--- src/rtl/uart_pro_rx_parser.sv ---
// Turns 12 ASCII digits into four 3-digit fields x/y/w/h; a non-digit byte aborts the frame.
// Outputs register on the edge that takes the 12th digit. No backpressure: one byte is taken per pi_flag cycle.
module uart_pro_rx_parser (
  input  logic       sys_clk,
  input  logic       sys_rst_n,
  input  logic [7:0] pi_data,
  input  logic       pi_flag,
  output logic [9:0] x,
  output logic [9:0] y,
  output logic [9:0] w,
  output logic [9:0] h
);

  logic [3:0] r_cnt;
  logic [9:0] r_acc;
  logic [9:0] r_sx, r_sy, r_sw;
  logic [9:0] r_x, r_y, r_w, r_h;

  logic       w_is_digit;
  logic       w_field_end;
  logic [9:0] w_acc_next;

  assign w_is_digit  = (pi_data >= 8'h30) && (pi_data <= 8'h39);
  assign w_field_end = (r_cnt == 4'd2) || (r_cnt == 4'd5) || (r_cnt == 4'd8) || (r_cnt == 4'd11);
  // For 0x30..0x39 the low nibble equals pi_data - 0x30.
  assign w_acc_next  = (r_acc << 3) + (r_acc << 1) + {6'd0, pi_data[3:0]};

  always_ff @(posedge sys_clk or negedge sys_rst_n) begin
    if (!sys_rst_n) begin
      r_cnt <= 4'd0;
      r_acc <= 10'd0;
      r_sx  <= 10'd0;
      r_sy  <= 10'd0;
      r_sw  <= 10'd0;
      r_x   <= 10'd0;
      r_y   <= 10'd0;
      r_w   <= 10'd0;
      r_h   <= 10'd0;
    end else if (pi_flag) begin
      if (!w_is_digit) begin
        r_cnt <= 4'd0;
        r_acc <= 10'd0;
      end else if (w_field_end) begin
        r_acc <= 10'd0;
        case (r_cnt)
          4'd2:    r_sx <= w_acc_next;
          4'd5:    r_sy <= w_acc_next;
          4'd8:    r_sw <= w_acc_next;
          default: begin
            // Last field goes straight to h so all four outputs move together.
            r_x <= r_sx;
            r_y <= r_sy;
            r_w <= r_sw;
            r_h <= w_acc_next;
          end
        endcase
        r_cnt <= (r_cnt == 4'd11) ? 4'd0 : r_cnt + 4'd1;
      end else begin
        r_acc <= w_acc_next;
        r_cnt <= r_cnt + 4'd1;
      end
    end
  end

  assign x = r_x;
  assign y = r_y;
  assign w = r_w;
  assign h = r_h;

endmodule

--- config.mk ---
export PLATFORM = sky130hd
export DESIGN_NAME = uart_pro_rx_parser
export DESIGN_NICKNAME = d
export VERILOG_FILES = /design/src/rtl/uart_pro_rx_parser.sv
export SDC_FILE = /design/constraint.sdc
export NUM_CORES = 1
export LEC_CHECK = 0
export ABC_AREA = 1
export CORE_MARGIN = 1.5
export CORE_UTILIZATION = 35
export DETAILED_ROUTE_END_ITERATION = 8
export HOLD_SLACK_MARGIN = 0.05
export PLACE_DENSITY = 0.65
export SYNTH_ARGS = -nofsm -noshare
export SYNTH_HDL_FRONTEND = slang
export SYNTH_SLANG_ARGS = --single-unit
--- constraint.sdc ---
create_clock -name sys_clk -period 1.9 [get_ports sys_clk]
set_input_delay 0.38 -clock sys_clk [delete_from_list [all_inputs] [get_ports sys_clk]]
set_output_delay 0.38 -clock sys_clk [all_outputs]
set_load 0.05 [all_outputs]
==> results of run 1 <==
## worst max-delay path, cell delays in order, from the launching register on
cell     delay [ns]
dfrtp_1        0.35
inv_2          0.05
fa_2           0.56
inv_2          0.05
ha_4           0.15
nor2_2         0.14
nand2_4        0.08
buf_4          0.14
nand3_4        0.08
nand3_2        0.12
nand3_1        0.13
nand2_1        0.06
## registers in the layout (all words and copies together) (netlist names), 9 cells and up
signal and cells:
y 10, r_sw 10, x 10, r_sy 10
r_sx 10, r_acc 9, h 10, w 10
## kinds of logic (layout without fill, tap and decap cells)
logic type | Yosys count | after routing | synth area share, %
XOR/XNOR | 3 | 3 | 0.6564
AND/OR/NAND/NOR | 210 | 210 | 23.97
flip-flops | 83 | 83 | 51.87
AO/OA/AOI/OAI | 55 | 55 | 9.156
adder cells (fa/ha/maj) | 20 | 20 | 6.625
buffers and inverters | 65 | 150 | 7.719
## cell usage after synthesis
master and n:
nand2_2 22, a21oi_1 2, buf_6 7, o21ai_2 21, inv_2 3, nand2_4 2, buf_4 3, nand2_1 151
nand3_2 5, dfrtp_1 83, nor2_2 1, xor2_1 1, inv_1 51, xnor2_1 2, fa_1 2, or2_2 1
clkinv_2 1, o21ai_4 1, o22ai_1 1, nor2_1 5, nand3_1 15, nand3b_1 1, ha_1 18, nor2_4 5
o21ai_0 30, nand4_1 2
## placed cells by master (no fill, tap or decap), types with 2 or more instances in the layout
master	Yosys	final
dlygate4sd2_1	0	2
o21ai_2	21	22
o21ai_1	0	11
xnor2_4	0	2
clkdlybuf4s50_1	0	6
nor2_1	5	3
clkbuf_8	0	2
dfrtp_1	83	83
buf_12	0	5
nor2_2	1	3
clkinv_2	1	2
nand2_2	22	37
nand4_1	2	2
nand2_1	151	132
buf_6	7	2
o21ai_0	30	18
dlymetal6s2s_1	0	2
clkbuf_1	0	2
clkbuf_16	0	9
ha_1	18	16
nand3_2	5	9
nor2_4	5	5
nand3_1	15	10
buf_4	3	61
inv_1	51	46
inv_2	3	8
fa_2	0	2
nand2_4	2	6
## stage by stage
stage / std cells / TNS (ns) / worst slack [ns] / hold WS [ns]
2_1_floorplan: 436 / 0 / 0.0009547 / 0.08441
3_3_place_gp: 641 / -22.73 / -0.8098 / 0.3453
3_5_place_dp: 641 / -23.98 / -0.8151 / 0.3493
4_1_cts: 658 / -2.361 / -0.1166 / 0.4731
5_1_grt: 661 / -4.664 / -0.2448 / 0.5008
6_report: 661 / -1.385 / -0.1253 / 0.4719
## where the power goes
part	total [mW]	switching, mW	internal [mW]
registers	1.79	0.00579	1.78
logic	0.179	0.109	0.0693
clock network	1.71	0.635	1.08
total	3.68	0.750	2.93
## repair_timing
action | CTS | global route
gates resized for setup | 29 | 31
setup buffers | 1 | 3
hold endpoints to repair | 29 | 0
pin swaps | 19 | 20
setup endpoints to repair | 35 | 34
hold buffers | 1 | 0
## worst paths after layout
check / cells past startpoint / endpoint / from
max in group asynchronous: 3 / y[5] / sys_rst_n
worst min register to register: 2 / y[3] / r_sy[3]
worst max-delay path: 11 / r_sw[9] / r_acc[2]
min in group asynchronous: 2 / w[1] / sys_rst_n
worst min-delay path: 2 / y[3] / r_sy[3]
worst max register to register: 11 / r_sw[9] / r_acc[2]
## final cells by class
cell class              instances  area, µm²  share of cell area, %
clock buffers                  13      260.3                  4.958
well taps                     140      175.2                  3.337
inverters                      55      207.7                  3.957
repair buffers                 80      703.2                  13.40
clock inverters                 2      35.03                 0.6675
multi-input cells             288       1790                  34.11
flip-flops and latches         83       2077                  39.57
## per-layer routing
metal / global-route usage (%) / routed length (µm) / vias up
met1: 19.83 / 3940 / 1459
met2: 26.53 / 4177 / 49
li1: - / - / 1526
met3: 3.794 / 392 / 12
met5: 0 / 0 / -
met4: 6.215 / 158 / 0
==> run_results.csv, run 1 <==
group,metric,value,unit
layout,area_growth,31.09,%
status,status,"complete, but fails checks",
layout,final_area,5249,µm²
grt,grt_pass1_vias,3189,
placement,place.gp.congestion,0.8324,
yosys,synth_top_area_share,51.88,%
layout,diodes,0,
clocking,clockBufferDepth,2,
min_path,hp-class,"reg -> reg",
status,violations,"setup timing",
die,ioPinCount,51,
drt,wirelength,8669,µm
yosys,synth-warning-count,0,
timing,fmax,493.8,MHz
timing,period_needed,2.025,ns
layout,layout-drive-gt1-share,34.93,%
grt,grt_pass1_wl,14560,µm
clocking,clock-sinks,83,
die,core-area,10980,µm²
die,row_count,38,
die,initial_core_util,36.45,%
drt,vias,3046,
layout,nets,548,
flow_run,max-cap-violations,0,
placement,portBuffers,50,
critical_path,r2r_setup_slack,-0.13,ns
critical_path,cp-start-kind,"flop",
timing,hold_viol,0,
yosys,synth-seq-area-share,51.88,%
grt,grt_max_degree,35,
timing,setup_ws,-0.1253,ns
pwr,leakage,2.821,nW
timing,grt_setup_unrepaired,"yes",
die,die_y,110.0,µm
drt,drtIter0Drc,155,
placement,placed_cell_area,4756,µm²
pwr,pwr_density_cell,701.2,nW/µm²
clocking,clk_latency,0.34,ns
timing,finClkSkew,0.003852,ns
yosys,synthCells,436,
placement,post-dp-hpwl,6176,µm
die,die_w,110.0,µm
grt,grt_usage,15.90,%
yosys,syn_nets,467,
yosys,synth_area_leaders,"dfrtp_1 52%, nand2_1 14%, ha_1 5.6%",
clocking,clock-root-buffer,"clkbuf_16",
grt,antenna_found_initial,0,
timing,slew_viol_final,0,
timing,slew_headroom,65.83,%
clocking,path_clk_slew,0.06,ns
critical_path,critPathArrivalTime,2.25,ns
drt,firstDrtPassIters,4,
drt,ant_nets,0,
critical_path,crit_fanout,4,
clocking,tritoncts,"done",
layout,fillers,1016,
yosys,netlist.top_cell.by_area,"dfrtp_1",
yosys,ys_ff_latch,83,
layout,final_core_util,47.79,%
grt,grt_overflow,0,
pwr,power,3.680,mW
timing,tightest_slew,0.5117,ns
critical_path,critPathRequiredTime,2.12,ns
yosys,ys_types,26,
timing,setup_viol_count_final,23,
pwr,vdd_drop_max,0.3856,mV
drt,drc,0,
yosys,syn_area_per_cell,9.183,µm²
yosys,syn_area,4004,µm²
critical_path,crit_type,"reg -> reg",
timing,finalCritPeriodShare,106.6,%
drt,post_drt_wl_per_cell,13.11,µm
clocking,cts-htree-levels,3,
die,dieArea,12090,µm²
critical_path,end_kind,"flop",
drt,viasPerCell,4.608,
clocking,cts_inserted_buffers,9,
No activity file was read; power rests on OpenSTA's default activity.
==> run 2, diff against run 1 <==
Settings changed: CELL_PAD_IN_SITES_DETAIL_PLACEMENT set to 1, CELL_PAD_IN_SITES_GLOBAL_PLACEMENT set to 1, PLACE_DENSITY 0.65 to 0.78.
==> run 2 against run 1 <==
Effect of this change: the flow still finishes with violations (setup timing); sequential share of layout area decreased by 0.66 points; clock-buffer cell count decreased by 4; sequential power about the same; die area unchanged; first-iteration DRC count increased by 5.2%; critical path depth unchanged; global-route usage increased by 2.7 points; routed wire length increased by 22%; clock skew increased by 0.0041 ns; critical path type unchanged; largest power group unchanged.
==> run_results.csv, run 2 (synthesis results as in run 1) <==
group,metric,value,unit
drt,drc,0,
layout,fillers,1241,
clocking,cts-htree-levels,3,
layout,layout-drive-gt1-share,37.81,%
min_path,hp-class,"reg -> reg",
clocking,cts_inserted_buffers,9,
critical_path,crit_type,"reg -> reg",
layout,final_core_util,48.60,%
critical_path,r2r_cells,11,
placement,placed_cell_area,4786,µm²
die,core-area,10980,µm²
layout,final_cell_mix,"131 x nand2_1, 83 x dfrtp_1, 59 x buf_4",
die,initial_core_util,36.45,%
die,row_count,38,
grt,antenna_found_initial,0,
critical_path,crit_fanout,5,
timing,setup_viol_count_final,25,
layout,diodes,0,
pwr,vdd_drop_max,0.3707,mV
clocking,tritoncts,"done",
drt,drtIter0Drc,163,
timing,hold_viol,0,
grt,grt_pass1_wl,16850,µm
critical_path,critPathArrivalTime,2.27,ns
drt,post_drt_wl_per_cell,15.95,µm
layout,area_growth,33.31,%
status,violations,"setup timing",
pwr,combPwrFrac,5.2,%
critical_path,end_kind,"flop",
drt,ant_nets,0,
die,die_y,110.0,µm
grt,grt_max_degree,38,
timing,period_needed,2.039,ns
timing,grt_setup_unrepaired,"yes",
drt,firstDrtPassIters,4,
die,die_w,110.0,µm
timing,fmax,490.5,MHz
critical_path,critPathRequiredTime,2.13,ns
drt,vias,3174,
clocking,clk_latency,0.35,ns
clocking,clock-root-buffer,"clkbuf_16",
min_path,hold_depth,2,
pwr,power.share.clock,47.5,%
pwr,p_int,2.881,mW
status,status,"complete, but fails checks",
pwr,pwr_density_cell,707.0,nW/µm²
layout,nets,547,
timing,hold_slack,0.4750,ns
grt,grt_pass1_vias,3418,
layout,multi_input_area,1853,µm²
timing,slew_headroom,65.74,%
layout,final_area,5338,µm²
clocking,clock-sinks,83,
die,ioPinCount,51,
pwr,leakage,2.836,nW
pwr,pwr-share-seq,47.3,%
drt,wirelength,10540,µm
pwr,power_switching,0.8930,mW
timing,slew_viol_final,0,
clocking,clockBufferDepth,2,
die,dieArea,12090,µm²
critical_path,r2r_setup_slack,-0.14,ns
drt,viasPerCell,4.802,
placement,portBuffers,50,
clocking,path_clk_slew,0.06,ns
pwr,swShare,23.66,%
timing,finalCritPeriodShare,107.3,%
timing,finalSetupTns,-2.339,ns
placement,place.gp.congestion,0.8851,
grt,grt_overflow,0,
placement,post-dp-hpwl,7153,µm
timing,tightest_slew,0.5139,ns
grt,grt_usage,18.56,%
critical_path,cp-start-kind,"flop",
timing,setup_ws,-0.1387,ns
layout,final_common_cell,"nand2_1",
flow_run,max-cap-violations,0,
timing,finClkSkew,0.007918,ns
layout,register_area,2077,µm²
run 2: cell count changes in the layout (fill, tap and decap cells not counted), moves of 3 or more:
cell	change
clkinvlp_4	+3
nand3_2	+5
nand3_1	-4
o21ai_1	-6
buf_12	+3
o21ai_2	+6
run 2: cell type report:
| class | instances | area share, % |
|---|---|---|
| well taps | 140 | 3.282 |
| repair buffers | 79 | 13.57 |
| clock buffers | 9 | 4.219 |
| multi-input cells | 288 | 34.72 |
| flip-flops and latches | 83 | 38.91 |
| inverters | 55 | 3.891 |
| clock inverters | 7 | 1.406 |
run 2: what timing repair did:
action | in CTS | in global routing
gates cloned | 0 | 0
setup buffers | 1 | 1
resized for setup | 40 | 32
hold endpoints to repair | 34 | 0
endpoints found under the setup margin | 34 | 34
pin swaps | 27 | 21
hold buffers | 1 | 0
run 2: stage by stage:
stage | std cells | worst slack (ns) | power, mW
after global routing | 661 | -0.2626 | 3.917
after global placement | 642 | -0.7378 | 1.983
after floorplan | 436 | 0.0009547 | 1.876
after CTS | 660 | -0.09903 | 3.809
final | 661 | -0.1387 | 3.774
after detailed placement | 642 | -0.8436 | 1.990
run 2: power by group through the flow:
stage	registers, mW	clock network (mW)	logic, mW
floorplan	1.82	0	0.0529
global placement	1.82	0	0.166
detailed placement	1.82	0	0.171
CTS	1.78	1.84	0.183
global route	1.78	1.91	0.218
finish	1.79	1.79	0.198
run 2: worst max-delay path, cell delays in order (launching register included):
cell	delay, ns
dfrtp_1	0.39
buf_4	0.15
ha_1	0.28
ha_1	0.31
buf_4	0.16
nand2_2	0.08
inv_2	0.09
nand3_2	0.09
nand4_1	0.14
nand2_4	0.11
nand2_2	0.07
nand2_1	0.05
run 2: worst paths after layout:
kind,from,endpoint
worst max register to register,r_acc[1],r_sx[8]
worst max-delay path,r_acc[1],r_sx[8]
min in group asynchronous,sys_rst_n,x[0]
worst min-delay path,r_sy[3],y[3]
worst min register to register,r_sy[3],y[3]
max in group asynchronous,sys_rst_n,x[3]
run 2: per-layer routing:
metal | wire, µm | GRT usage, % | up-vias
met3 | 365 | 3.201 | 24
li1 | - | - | 1520
met1 | 4433 | 22.31 | 1564
met2 | 5431 | 33.01 | 66
met4 | 313 | 6.957 | 0
met5 | 0 | 0 | -
